--- src/rtl/drp_responder_pkg.sv ---
// Shared widths and FSM encoding for the DRP responder slice.
package drp_pkg;

    localparam int DRP_ADDR_W = 7;
    localparam int DRP_DATA_W = 16;
    localparam int LOCK_CNT_W = 16;
    localparam int LAT_CNT_W  = 4;

    typedef enum logic [0:0] {
        IDLE = 1'b0,
        BUSY = 1'b1
    } drp_state_e;

    // Widened compare so depth 128 does not overflow the 7-bit address space.
    function automatic logic addr_in_range(input logic [DRP_ADDR_W-1:0] addr,
                                           input int depth);
        return ({1'b0, addr} < 8'(depth));
    endfunction

endpackage

--- src/rtl/drp_responder_if.sv ---
// DRP bus between an initiator (master) and a responder (slave).
interface drp_responder_if;

    logic [drp_pkg::DRP_ADDR_W-1:0] drp_addr;
    logic                           drp_den;
    logic                           drp_dwe;
    logic [drp_pkg::DRP_DATA_W-1:0] drp_din;
    logic [drp_pkg::DRP_DATA_W-1:0] drp_dout;
    logic                           drp_drdy;

    modport master (
        output drp_addr, drp_den, drp_dwe, drp_din,
        input  drp_dout, drp_drdy
    );

    modport slave (
        input  drp_addr, drp_den, drp_dwe, drp_din,
        output drp_dout, drp_drdy
    );

endinterface

--- src/rtl/drp_lock_timer.sv ---
// Saturating lock counter modelling an MMCM lock delay after drp_reset falls.
module drp_lock_timer
    import drp_pkg::*;
#(
    parameter int pLOCK_CYCLES = 64
) (
    input  logic clk_usb,
    input  logic reset_i,
    input  logic drp_reset,
    output logic locked
);

    localparam logic [LOCK_CNT_W-1:0] LOCK_C = LOCK_CNT_W'(pLOCK_CYCLES);

    logic [LOCK_CNT_W-1:0] cnt_q, cnt_d;
    logic                  locked_q, locked_d;

    // Next counter and lock state; the counter holds once it reaches the target.
    always_comb begin
        cnt_d    = cnt_q;
        locked_d = locked_q;
        if (drp_reset) begin
            cnt_d    = '0;
            locked_d = 1'b0;
        end else begin
            if (cnt_q == LOCK_C) begin
                cnt_d = cnt_q;
            end else begin
                cnt_d = cnt_q + 16'd1;
            end
            locked_d = (cnt_d == LOCK_C);
        end
    end

    // Counter and lock registers.
    always_ff @(posedge clk_usb or posedge reset_i) begin
        if (reset_i) begin
            cnt_q    <= '0;
            locked_q <= 1'b0;
        end else begin
            cnt_q    <= cnt_d;
            locked_q <= locked_d;
        end
    end

    assign locked = locked_q;

endmodule

--- src/rtl/drp_responder.sv ---
// DRP target: flop-based configuration bank with fixed response latency,
// modelled lock behaviour and a combinational read-only side port.
module drp_responder
    import drp_pkg::*;
#(
    parameter int pDEPTH       = 32,
    parameter int pLATENCY     = 3,
    parameter int pLOCK_CYCLES = 64
) (
    input  logic                  clk_usb,
    input  logic                  reset_i,
    drp_responder_if.slave        drp,
    input  logic                  drp_reset,
    output logic                  locked,
    output logic                  err_overlap,
    output logic                  cfg_dirty,
    input  logic [DRP_ADDR_W-1:0] cfg_addr,
    output logic [DRP_DATA_W-1:0] cfg_data
);

    localparam int                   IDX_W = (pDEPTH > 1) ? $clog2(pDEPTH) : 1;
    localparam logic [LAT_CNT_W-1:0] LAT_C = LAT_CNT_W'(pLATENCY);

    drp_state_e            state_q, state_d;
    logic [LAT_CNT_W-1:0]  lat_cnt_q, lat_cnt_d;
    logic [DRP_ADDR_W-1:0] cap_addr_q, cap_addr_d;
    logic                  cap_dwe_q, cap_dwe_d;
    logic [DRP_DATA_W-1:0] dout_q, dout_d;
    logic                  drdy_q, drdy_d;
    logic                  err_q, err_d;
    logic                  dirty_q, dirty_d;
    logic [DRP_DATA_W-1:0] bank_q [pDEPTH];

    logic accept_s, overlap_s, respond_s, bank_we_s;

    // FSM state register.
    always_ff @(posedge clk_usb or posedge reset_i) begin
        if (reset_i) begin
            state_q <= IDLE;
        end else begin
            state_q <= state_d;
        end
    end

    // FSM next state.
    always_comb begin
        case (state_q)
            IDLE:    state_d = accept_s  ? BUSY : IDLE;
            BUSY:    state_d = respond_s ? IDLE : BUSY;
            default: state_d = IDLE;
        endcase
    end

    // FSM outputs; the drdy cycle is already IDLE, so a den there is accepted.
    always_comb begin
        accept_s  = (state_q == IDLE) && drp.drp_den;
        overlap_s = (state_q == BUSY) && drp.drp_den;
        respond_s = (state_q == BUSY) && (lat_cnt_q == LAT_C);
        bank_we_s = accept_s && drp.drp_dwe && addr_in_range(drp.drp_addr, pDEPTH);
    end

    // Datapath next values: capture, latency count, response and sticky flags.
    always_comb begin
        lat_cnt_d  = lat_cnt_q;
        cap_addr_d = cap_addr_q;
        cap_dwe_d  = cap_dwe_q;
        dout_d     = dout_q;
        drdy_d     = 1'b0;
        err_d      = err_q | overlap_s;
        if (accept_s) begin
            lat_cnt_d  = 4'd1;
            cap_addr_d = drp.drp_addr;
            cap_dwe_d  = drp.drp_dwe;
        end else if (respond_s) begin
            drdy_d = 1'b1;
            if (cap_dwe_q) begin
                dout_d = dout_q;
            end else if (addr_in_range(cap_addr_q, pDEPTH)) begin
                dout_d = bank_q[cap_addr_q[IDX_W-1:0]];
            end else begin
                dout_d = '0;
            end
        end else if (state_q == BUSY) begin
            lat_cnt_d = lat_cnt_q + 4'd1;
        end else begin
            lat_cnt_d = lat_cnt_q;
        end

        if (drp_reset) begin
            dirty_d = 1'b0;
        end else if (bank_we_s) begin
            dirty_d = 1'b1;
        end else begin
            dirty_d = dirty_q;
        end
    end

    // Datapath registers.
    always_ff @(posedge clk_usb or posedge reset_i) begin
        if (reset_i) begin
            lat_cnt_q  <= '0;
            cap_addr_q <= '0;
            cap_dwe_q  <= 1'b0;
            dout_q     <= '0;
            drdy_q     <= 1'b0;
            err_q      <= 1'b0;
            dirty_q    <= 1'b0;
        end else begin
            lat_cnt_q  <= lat_cnt_d;
            cap_addr_q <= cap_addr_d;
            cap_dwe_q  <= cap_dwe_d;
            dout_q     <= dout_d;
            drdy_q     <= drdy_d;
            err_q      <= err_d;
            dirty_q    <= dirty_d;
        end
    end

    // Configuration bank; writes land on the accepting edge.
    always_ff @(posedge clk_usb or posedge reset_i) begin
        if (reset_i) begin
            for (int i = 0; i < pDEPTH; i++) begin
                bank_q[i] <= '0;
            end
        end else if (bank_we_s) begin
            bank_q[drp.drp_addr[IDX_W-1:0]] <= drp.drp_din;
        end
    end

    // Side-port read.
    always_comb begin
        if (addr_in_range(cfg_addr, pDEPTH)) begin
            cfg_data = bank_q[cfg_addr[IDX_W-1:0]];
        end else begin
            cfg_data = '0;
        end
    end

    drp_lock_timer #(
        .pLOCK_CYCLES(pLOCK_CYCLES)
    ) u_lock_timer (
        .clk_usb  (clk_usb),
        .reset_i  (reset_i),
        .drp_reset(drp_reset),
        .locked   (locked)
    );

    assign drp.drp_dout = dout_q;
    assign drp.drp_drdy = drdy_q;
    assign err_overlap  = err_q;
    assign cfg_dirty    = dirty_q;

endmodule

--- src/flat_wrapper.sv ---
// flat-port wrapper written by rule: the top's interface ports become plain ports
module drp_responder_flat import drp_pkg::*;
#(
    parameter int pDEPTH       = 32,
    parameter int pLATENCY     = 3,
    parameter int pLOCK_CYCLES = 64
)
  (clk_usb, reset_i, drp_reset, locked, err_overlap, cfg_dirty, cfg_addr, cfg_data, drp_drp_addr, drp_drp_den, drp_drp_dwe, drp_drp_din, drp_drp_dout, drp_drp_drdy);
  drp_responder_if drp_i ();
  input  logic clk_usb;
  input  logic reset_i;
  input  logic drp_reset;
  output logic locked;
  output logic err_overlap;
  output logic cfg_dirty;
  input  logic [DRP_ADDR_W-1:0] cfg_addr;
  output logic [DRP_DATA_W-1:0] cfg_data;
  input wire logic [$bits(drp_i.drp_addr)-1:0] drp_drp_addr;
  input wire logic [$bits(drp_i.drp_den)-1:0] drp_drp_den;
  input wire logic [$bits(drp_i.drp_dwe)-1:0] drp_drp_dwe;
  input wire logic [$bits(drp_i.drp_din)-1:0] drp_drp_din;
  output wire logic [$bits(drp_i.drp_dout)-1:0] drp_drp_dout;
  output wire logic [$bits(drp_i.drp_drdy)-1:0] drp_drp_drdy;
  assign drp_i.drp_addr = drp_drp_addr;
  assign drp_i.drp_den = drp_drp_den;
  assign drp_i.drp_dwe = drp_drp_dwe;
  assign drp_i.drp_din = drp_drp_din;
  assign drp_drp_dout = drp_i.drp_dout;
  assign drp_drp_drdy = drp_i.drp_drdy;
  drp_responder #(.pDEPTH(pDEPTH), .pLATENCY(pLATENCY), .pLOCK_CYCLES(pLOCK_CYCLES)) u_core (.clk_usb(clk_usb), .reset_i(reset_i), .drp(drp_i), .drp_reset(drp_reset), .locked(locked), .err_overlap(err_overlap), .cfg_dirty(cfg_dirty), .cfg_addr(cfg_addr), .cfg_data(cfg_data));
endmodule
--- config.mk ---
export PLATFORM = sky130hd
export DESIGN_NAME = drp_responder_flat
export DESIGN_NICKNAME = d
export VERILOG_FILES = /design/src/rtl/drp_responder_pkg.sv /design/src/rtl/drp_responder_if.sv /design/src/rtl/drp_lock_timer.sv /design/src/rtl/drp_responder.sv /design/src/flat_wrapper.sv
export SDC_FILE = /design/constraint.sdc
export NUM_CORES = 1
export LEC_CHECK = 0
export CAP_MARGIN = 15
export CELL_PAD_IN_SITES_DETAIL_PLACEMENT = 0
export CELL_PAD_IN_SITES_GLOBAL_PLACEMENT = 1
export CORE_MARGIN = 1
export CORE_UTILIZATION = 25
export CTS_CLUSTER_DIAMETER = 40
export DETAILED_ROUTE_END_ITERATION = 8
export HOLD_SLACK_MARGIN = 0.08
export PLACE_DENSITY_LB_ADDON = 0.05
export SLEW_MARGIN = 40
export SYNTH_ARGS = -nofsm -noshare
export SYNTH_HDL_FRONTEND = slang
export SYNTH_SLANG_ARGS = --single-unit
--- constraint.sdc ---
create_clock -name clk_usb -period 40.3 [get_ports clk_usb]
set_input_delay 10.075 -clock clk_usb [delete_from_list [all_inputs] [get_ports clk_usb]]
set_output_delay 10.075 -clock clk_usb [all_outputs]
set_load 0.005 [all_outputs]
==> results.ini, run 1 <==
[final_layout]
layout_commonest_cell = dfrtp_1
final_cell_mix = dfrtp_1, mux2_2, mux4_2
final_cells = 3725
fill_cells = 11483
final_nets = 2124
drive_above_1_share = 0.532
syn_to_final_growth_pct = 25.3

[clock_tree]
clk_latency_ns = 0.75
clk_pin_slew_ns = 0.04
postCtsSetupRepairBufs = 0
cts-resized-gates = 0
cts-htree-levels = 4
clock_path_buffers = 3
cts_buffers = 140
cts_root_buffer = clkbuf_16
ctsHoldBuffers = 0
cts_tree = yes
clock-sinks = 561

[global_routing]
grt_max_degree = 94
met2_usage = 0.307
use_met1 = 0.292
grt.total_usage = 0.204
top_usage_layer = met2
grt_pass1_vias = 20701
grtUsageMet3 = 0.0386
grt_pass1_wl_mm = 169
grt_antenna_before_repair = 16
grt.overflow.total = 0

[detailed_routing]
wl_per_cell_um = 32.4
drc = 0
detail_route.vias_per_cell = 5.19
drt-total-wl_mm = 121
ant_nets = 0
drt_pre_antenna_iters = 5
first_iter_violations = 1228
vias = 19346

[placed_design]
dp.cells = 3468
post-dp-hpwl_mm = 71.7
dpl_worst_slack_ns = 16.07
io_buffers = 70
gp_congestion = 0.735

[die]
die_h_um = 346
initial_core_util = 0.253
rows = 125
die_area_mm2 = 0.120
boundaryPins = 71
core_mm2 = 0.117
dieWidth_um = 346

[critical_path]
start_kind = input pin
critPathMaxFanout = 36
ff2ff_path_depth = 6
worst-r2r-setup-slack_ns = 36.57
r2r-end = u_core.drp.drp_dout[4]
critPathArrivalTime_ns = 14.01
cp.required_ns = 30.23
crit_path_end_kind = output pin
path_class = input pin to output pin
r2r_start = u_core.cap_addr_q[0]

[timing]
final.min_clock_period_ns = 24.09
worst_slew_pin_slew_ns = 0.851
rsz0062_at_grt = false
fin_setup_tns_ns = 0
post-route-period-util = 0.598
fin_ws_ns = 16.21
fin_skew_ns = 0.0232
max_freq_mhz = 41.5
slew_headroom = 0.433
slew_violations = 0
setup_viol = 0
hold_viol_final = 0

[logic_synthesis]
yosys.area.top_type_share = 0.475
synth_edf_count = 0
netlist_instances = 1993
synth.largest_area_cell = dfrtp_1
synth-seq-cells = 561
avgSynthCellArea_um2 = 14.8
synth-main-ff-cell = dfrtp_1
synth_nets = 2031
yosys_warnings = 0
synth_area_mm2 = 0.0296
ys_types = 55
synth.area.top_cells = dfrtp_1, mux2_2, mux4_2, mux2i_1, clkbuf_1
ys_seq_area_frac = 0.475
async_flop_share = 1.00

[min_path]
hold_end = u_core.err_overlap
hold_depth = 1
hp-start = u_core.err_overlap
holdCritPathClass = flip-flop to flip-flop

[flow_run]
cap_violations = 0

[outcome]
outcome = complete, no violations

[power]
p_leak_nw = 16.6
power.density_mw_per_mm2 = 58.4
max-vdd-ir-drop_v = 0.0000480

[how the worst max path moves through the flow]
| stage | endpoint | depth (start not counted) | from | slack, ns |
|---|---|---|---|---|
| floorplan | u_core.bank_q[0] | 1 | reset_i | 14.54 |
| global placement | cfg_data[9] | 8 | cfg_addr[0] | 15.83 |
| detailed placement | cfg_data[5] | 9 | cfg_addr[0] | 16.07 |
| CTS | cfg_data[5] | 9 | cfg_addr[0] | 16.06 |
| global route | cfg_data[5] | 9 | cfg_addr[0] | 15.92 |
| finish | cfg_data[5] | 9 | cfg_addr[0] | 16.21 |
[report_power, final]
part           switching (mW)  total, mW  internal (mW)  leakage, nW
Sequential             0.0503      0.649          0.599         7.76
Combinational           0.215      0.358          0.143         6.44
Clock                   0.369       1.16          0.787         2.39
Total                   0.634       2.16           1.53         16.6
[stage by stage]
stage / hold slack, ns / power, mW / utilization / cell area [um^2]
detailed placement: 0.444 / 1.02 / 0.276 / 32200
finish: 0.453 / 2.16 / 0.317 / 37000
floorplan: 0.437 / 0.858 / - / 29600
global route: 0.466 / 2.25 / 0.317 / 37000
global placement: 0.443 / 1.02 / 0.274 / 31900
CTS: 0.457 / 2.20 / 0.317 / 37000
[sequential cells by signal (all words and copies together), names as in the netlist, 4 cells and up]
register,flops
u_core.bank_q,512
u_core.cap_addr_q,7
u_core.drp.drp_dout,16
u_core.lat_cnt_q,4
u_core.u_lock_timer.cnt_q,16
[layout make-up]
type                    instances  area [um^2]  share of cell area
well taps                    1524         1910              0.0515
multi-input cells            1232        14800               0.399
diodes                          2         5.00            0.000135
clock buffers                 175         3830               0.104
flip-flops and latches        561        14000               0.379
clock inverters                80         1000              0.0270
repair buffers                144         1410              0.0380
inverters                       7         33.8            0.000912
[critical path, stage by stage]
cell and delay [ns]:
buf_8 0.40, buf_16 0.32, buf_6 0.55, buf_4 0.70
mux4_2 0.58, mux2i_1 0.25, o22ai_1 0.12, or2_2 0.40
clkdlybuf4s50_1 0.49
[routing by layer]
metal  vias up  share of wire
li1       7965              -
met2       591           0.45
met4         2          0.026
met3       188          0.047
met1     10600           0.48
met5         -        0.00011
[cell families (layout without fill, tap and decap cells)]
group	Yosys count	count (layout)	synth area share
buf+inv	200	406	0.0312
xor+xnor	17	17	0.00504
fa+ha+maj	3	3	0.00127
mux	881	881	0.418
compound gates	142	142	0.0351
other cells	0	2	0
simple gates	189	189	0.0345
flops	561	561	0.475
[synthesized netlist by cell type, drive strengths merged, types with 2 or more instances]
cell	number
nor4	6
nand3b	7
o221ai	16
ha	3
nor2b	5
a221o	16
a211oi	2
or2	18
or3	3
or4	6
mux2i	98
o31ai	17
and3	5
xor2	8
a21oi	20
buf	95
xnor2	9
clkbuf	98
nand2b	4
inv	7
o21ai	2
a221oi	15
mux2	559
nand3	14
o22ai	47
mux4	224
nor3	4
nand2	50
or3b	3
dfrtp	561
nor2	53
nand4	7
(Power assumes the default switching activity.)
==> inputs of run 2 (changes only) <==
==> constraint.sdc (replaced) <==
create_clock -name clk_usb -period 25 [get_ports clk_usb]
set_input_delay 6.25 -clock clk_usb [delete_from_list [all_inputs] [get_ports clk_usb]]
set_output_delay 6.25 -clock clk_usb [all_outputs]
set_load 0.005 [all_outputs]
==> run 2 against run 1 <==
Against the previous run:
- non-clock buffer count grew 3
- flip-flop and latch count is the same
- setup slack lost 7.6 ns
- first-iteration DRC count grew 0.33%
- register-to-register slack lost 15 ns
- sequential power grew 62%
- sequential share of layout area shrank 0.27 points
- worst hold slack gained 0.013 ns
- highest routed layer is now met4
==> results.ini, run 2 (same netlist as run 1, synthesis figures left out) <==
[outcome]
outcome = complete, no violations  ; unchanged

[placed_design]
gp_congestion = 0.732  ; was 0.735
post-dp-hpwl_mm = 71.9  ; was 71.7 mm
io_buffers = 70  ; unchanged
dp.cells = 3471  ; was 3,468

[die]
rows = 125  ; unchanged
die_area_mm2 = 0.120  ; unchanged
die_h_um = 346  ; unchanged
initial_core_util = 0.253  ; unchanged
boundaryPins = 71  ; unchanged
core_mm2 = 0.117  ; unchanged
dieWidth_um = 346  ; unchanged

[timing]
worst_slew_pin_slew_ns = 0.844  ; was 0.851 ns
final.min_clock_period_ns = 16.43
slew_violations = 0  ; unchanged
hold_ws_ns = 0.466  ; was 0.453 ns
fin_setup_tns_ns = 0  ; unchanged
slew_headroom = 0.437  ; was 0.433
max_freq_mhz = 60.9
fin_skew_ns = 0.0285  ; was 0.0232 ns
hold_viol_final = 0  ; unchanged
setup_viol = 0  ; unchanged
post-route-period-util = 0.657
rsz0062_at_grt = false  ; unchanged

[critical_path]
crit_slowest_cell = buf_4  ; unchanged
ff2ff_path_depth = 6  ; unchanged
cp.required_ns = 18.75  ; was 30.23 ns
crit_path_end_kind = output pin  ; unchanged
path_class = input pin to output pin  ; unchanged
r2r_start = u_core.cap_addr_q[0]  ; unchanged
cp-startpoint = cfg_addr[0]  ; unchanged
worst-r2r-setup-slack_ns = 21.25  ; was 36.57 ns
crit_chain = buf_8 > buf_16 > buf_6 > buf_4 > mux4_2 > mux2i_1 > o22ai_1 > or2_2 > clkdlybuf4s50_1  ; unchanged
critPathArrivalTime_ns = 10.18  ; was 14.01 ns
r2r-end = u_core.drp.drp_dout[4]  ; unchanged
start_kind = input pin  ; unchanged
critPathMaxStageDelay_ns = 0.69  ; was 0.70 ns
critPathMaxFanout = 36  ; unchanged

[clock_tree]
clock-sinks = 561  ; unchanged
clk_pin_slew_ns = 0.04  ; about the same
postCtsSetupRepairBufs = 0  ; unchanged
cts-resized-gates = 0  ; unchanged
clk_latency_ns = 0.74  ; was 0.75 ns
cts-htree-levels = 4  ; unchanged
cts_root_buffer = clkbuf_16  ; unchanged
clock_path_buffers = 3  ; unchanged
cts_buffers = 140  ; unchanged
cts_tree = yes  ; unchanged
ctsHoldBuffers = 0  ; unchanged

[flow_run]
cap_violations = 0  ; unchanged

[global_routing]
grt_antenna_before_repair = 14  ; was 16
grt_pass1_vias = 20973  ; was 20.7k
grt_pass1_wl_mm = 170  ; was 169 mm
grt.total_usage = 0.204  ; about the same
grt_max_degree = 94  ; unchanged
grt.overflow.total = 0  ; unchanged

[detailed_routing]
wl_per_cell_um = 32.5  ; was 32.4 um
top_layer_used = met4  ; was met5
vias = 19293  ; about the same
wl_met3_mm = 5.87  ; was 5.65 mm
first_iter_violations = 1232  ; was 1,228
drt_pre_antenna_iters = 5  ; unchanged
drt-met1-wl_mm = 57.9  ; about the same
ant_nets = 0  ; unchanged
detail_route.vias_per_cell = 5.18  ; was 5.19
dr_wl_met2_mm = 54.4  ; was 53.9 mm
drt-total-wl_mm = 121  ; about the same
drc = 0  ; unchanged

[power]
swShare = 0.281  ; was 0.293
max-vdd-ir-drop_v = 0.0000716  ; was 0.0000480 V
power.density_mw_per_mm2 = 95.7  ; was 58.4 mW/mm^2
p_switching_mw = 1.00  ; was 0.634 mW
clkPwrFrac = 0.546  ; was 0.534
p_leak_nw = 16.7  ; was 16.6 nW
power_mw = 3.57  ; was 2.16 mW
power.internal_mw = 2.57  ; was 1.53 mW
comb_power_share = 0.161  ; was 0.166
seqPwrFrac = 0.293  ; was 0.300

[final_layout]
final_nets = 2127  ; was 2,124
drive_above_1_share = 0.532  ; about the same
top_register = u_core.bank_q  ; unchanged
largest_reg_flops = 512  ; unchanged
final_cells = 3725  ; unchanged
fill_cells = 11477  ; about the same
final_cell_mix = dfrtp_1, mux2_2, mux4_2  ; unchanged
layout_commonest_cell = dfrtp_1  ; unchanged
syn_to_final_growth_pct = 26.2  ; was 25.3%

[min_path]
holdCritPathClass = flip-flop to flip-flop  ; unchanged
hold_depth = 1  ; unchanged
hold_end = u_core.err_overlap  ; unchanged
hp-start = u_core.err_overlap  ; unchanged

-- run 2: cell count changes in the layout (fill, tap and decap cells not counted), sizes merged --
cell    before  now
buf         91   94
bufinv      18   23
clkbuf     175  189
clkinv      46   26
diode        2    1
inv         16   15
-- run 2: cell type report --
type | count | area, um^2 | area share
Timing Repair Buffer | 147 | 1470 | 0.0394
Sequential cell | 561 | 14000 | 0.377
Multi-Input combinational cell | 1232 | 14800 | 0.397
Inverter | 7 | 33.8 | 0.000906
Antenna cell | 1 | 2.50 | 0.0000671
Clock inverter | 64 | 951 | 0.0255
Tap cell | 1524 | 1910 | 0.0511
Clock buffer | 189 | 4090 | 0.110
-- run 2: power groups by stage --
stage	combinational (mW)	clock [mW]	sequential (mW)
after CTS	0.587	1.99	1.05
final	0.575	1.95	1.05
after floorplan	0.379	0	1.00
after detailed placement	0.587	0	1.06
after global placement	0.580	0	1.06
after global routing	0.611	2.04	1.05
-- run 2: layer usage --
metal | track usage | vias to the layer above
met3 | 0.0425 | 190
met4 | 0.0621 | 0
met2 | 0.309 | 548
li1 | - | 7939
met5 | 0 | -
met1 | 0.292 | 10616
-- run 2: through the flow --
stage	cell area [um^2]	utilization	worst slack [ns]
global placement	31900	0.274	8.18
detailed placement	32200	0.276	8.40
global route	37300	0.320	8.23
finish	37300	0.320	8.57
floorplan	29600	-	3.06
CTS	37300	0.320	8.39
-- run 2: critical path: cells and delay by family --
kind	cells	cell delay, ns
mux	2	0.82
compound gates	1	0.12
simple gates	1	0.39
buf+inv	5	2.44
-- run 2: how the worst max path moves through the flow --
stage	depth (start not counted)	to	slack [ns]
after floorplan	1	u_core.bank_q[0]	3.06
after global placement	8	cfg_data[9]	8.18
after detailed placement	9	cfg_data[5]	8.40
after CTS	9	cfg_data[5]	8.39
after global routing	9	cfg_data[5]	8.23
final	9	cfg_data[5]	8.57
==> inputs of run 3 (changes only) <==
==> constraint.sdc (replaced) <==
create_clock -name clk_usb -period 14.2 [get_ports clk_usb]
set_input_delay 3.55 -clock clk_usb [delete_from_list [all_inputs] [get_ports clk_usb]]
set_output_delay 3.55 -clock clk_usb [all_outputs]
set_load 0.005 [all_outputs]
==> run 3 against run 2 <==
Against the previous run:
- combinational power up 79%
- critical path type unchanged
- core utilization decreased by 0.33 points
- setup slack worse by 4.5 ns
- clock skew decreased by 0.0032 ns
- via count decreased by 1.1%
- wire length increased by 0.22%
- register-to-register slack worse by 11 ns
- critical path depth down 1
- die area unchanged
- total power rose by 68%
- critical endpoint is now cfg_data[9]
- clock power grew 62%
- sequential power increased by 73%
==> results.ini, run 3 (same netlist as run 1, synthesis figures left out) <==
[timing]
fin_skew_ns = 0.0252  ; was 0.0285 ns
setup_viol = 0  ; unchanged
max_freq_mhz = 98.3
slew_violations = 0  ; unchanged
final.min_clock_period_ns = 10.17
fin_setup_tns_ns = 0  ; unchanged
hold_ws_ns = 0.462  ; was 0.466 ns
worst_slew_pin_slew_ns = 0.844  ; about the same
hold_viol_final = 0  ; unchanged
rsz0062_at_grt = false  ; unchanged
slew_headroom = 0.437  ; about the same
post-route-period-util = 0.717

[placed_design]
post-dp-hpwl_mm = 72.4  ; was 71.9 mm
place_area_mm2 = 0.0322  ; about the same
io_buffers = 70  ; unchanged
gp_congestion = 0.738  ; was 0.732

[clock_tree]
cts_root_buffer = clkbuf_16  ; unchanged
clk_latency_ns = 0.73  ; was 0.74 ns
clock_path_buffers = 3  ; unchanged
clk_pin_slew_ns = 0.04  ; about the same
ctsHoldBuffers = 0  ; unchanged
cts-resized-gates = 0  ; unchanged
clock-sinks = 561  ; unchanged
cts_tree = yes  ; unchanged
postCtsSetupRepairBufs = 0  ; unchanged
cts_buffers = 136  ; was 140
cts-htree-levels = 4  ; unchanged

[die]
die_h_um = 346  ; unchanged
initial_core_util = 0.253  ; unchanged
dieWidth_um = 346  ; unchanged
die_area_mm2 = 0.120  ; unchanged
core_mm2 = 0.117  ; unchanged
rows = 125  ; unchanged
boundaryPins = 71  ; unchanged

[power]
p_leak_nw = 16.5  ; was 16.7 nW
max-vdd-ir-drop_v = 0.000118  ; was 0.0000716 V
power.density_mw_per_mm2 = 163  ; was 95.7 mW/mm^2
power_mw = 6.00  ; was 3.57 mW

[global_routing]
grt.overflow.total = 0  ; unchanged
grt_antenna_before_repair = 12  ; was 14
grt_pass1_wl_mm = 170  ; about the same
grt_pass1_vias = 20373  ; was 21.0k
grt_max_degree = 91  ; was 94
grt.total_usage = 0.205  ; was 0.204

[flow_run]
cap_violations = 0  ; unchanged

[critical_path]
cp_top_family = buffers and inverters  ; unchanged
path_class = input pin to output pin  ; unchanged
critical_path_depth = 8  ; was 9
crit_chain = buf_8 > buf_16 > buf_4 > mux4_2 > mux2i_1 > o22ai_1 > or2_2 > clkdlybuf4s50_1  ; was buf_8 > buf_16 > buf_6 > buf_4 > mux4_2 > mux2i_1 > o22ai_1 > or2_2 > clkdlybuf4s50_1
path_buf_inv = 4  ; was 5
critPathMaxFanout = 32  ; was 36
crit_path_end_kind = output pin  ; unchanged
critPathMaxStageDelay_ns = 0.60  ; was 0.69 ns
cp.required_ns = 10.65  ; was 18.75 ns
crit_slowest_cell = buf_4  ; unchanged
start_kind = input pin  ; unchanged
ff2ff_path_depth = 6  ; unchanged
critPathArrivalTime_ns = 6.62  ; was 10.18 ns

[final_layout]
syn_to_final_growth_pct = 24.9  ; was 26.2%
register_area_mm2 = 0.0140  ; about the same
layout_commonest_cell = dfrtp_1  ; unchanged
drive_above_1_share = 0.527  ; was 0.532
final_nets = 2122  ; was 2,127
fill_cells = 11501  ; about the same
largest_reg_flops = 512  ; unchanged
stdcell_area_mm2 = 0.0369  ; was 0.0373 mm^2
final_cell_mix = dfrtp_1, mux2_2, mux4_2  ; unchanged
fin_util = 0.316  ; was 0.320
multi_input_area_mm2 = 0.0148  ; about the same
top_register = u_core.bank_q  ; unchanged

[detailed_routing]
vias = 19083  ; was 19.3k
detail_route.vias_per_cell = 5.13  ; was 5.18
first_iter_violations = 1146  ; was 1,232
drt_pre_antenna_iters = 4  ; was 5
drc = 0  ; unchanged
ant_nets = 0  ; unchanged
wl_per_cell_um = 32.6  ; was 32.5 um
drt-total-wl_mm = 121  ; about the same

[outcome]
outcome = complete, no violations  ; unchanged

[min_path]
hold_depth = 1  ; unchanged
holdCritPathClass = flip-flop to flip-flop  ; unchanged

run 3: changes by cell type in the layout (fill, tap and decap cells not counted), moves of 3 or more:
| cell | change |
|---|---|
| clkinv_2 | -5 |
| buf_6 | -5 |
| bufinv_16 | -14 |
| clkbuf_1 | +9 |
| inv_6 | -3 |
run 3: stage by stage:
stage	instances	worst slack, ns
global route	3716	3.83
finish	3717	4.03
floorplan	1993	3.01
CTS	3714	3.95
global placement	3450	3.64
detailed placement	3469	3.96
run 3: area by class of cell:
type | instances | share of cell area
clock inverter | 48 | 0.0151
clock buffer | 197 | 0.111
antenna | 2 | 0.000136
sequential | 561 | 0.381
timing repair buffer | 146 | 0.0406
tap | 1524 | 0.0517
inverter | 7 | 0.000813
multi-input combinational | 1232 | 0.400
run 3: final timing paths:
| path | start | slack [ns] | to |
|---|---|---|---|
| max reg2reg | u_core.state_q | 10.32 | u_core.bank_q[255] |
| min in group asynchronous | reset_i | 3.18 | u_core.bank_q[146] |
| min reg2reg | u_core.err_overlap | 0.46 | u_core.err_overlap |
| min | u_core.err_overlap | 0.46 | u_core.err_overlap |
| max | cfg_addr[0] | 4.03 | cfg_data[9] |
| max in group asynchronous | reset_i | 9.10 | u_core.cap_addr_q[1] |
run 3: where the power goes:
part           switching, mW  internal [mW]
clock                   1.00           2.15
combinational          0.629          0.406
sequential             0.120           1.70
total                   1.75           4.25
run 3: metal layers:
layer / track usage / vias to the layer above / part of all wire
met3: 0.0437 / 189 / 0.046
met4: 0.0677 / 4 / 0.029
li1: - / 7932 / -
met1: 0.299 / 10477 / 0.49
met2: 0.298 / 481 / 0.43
met5: 0 / - / 0.00018
run 3: worst reg2reg max path, stage by stage, from the launching register on:
cell and delay (ns):
dfrtp_1 0.40, nor2b_1 0.61, nand3_1 0.53, nor3_2 0.66, nand2_1 0.68, buf_4 0.52, mux2_2 0.35
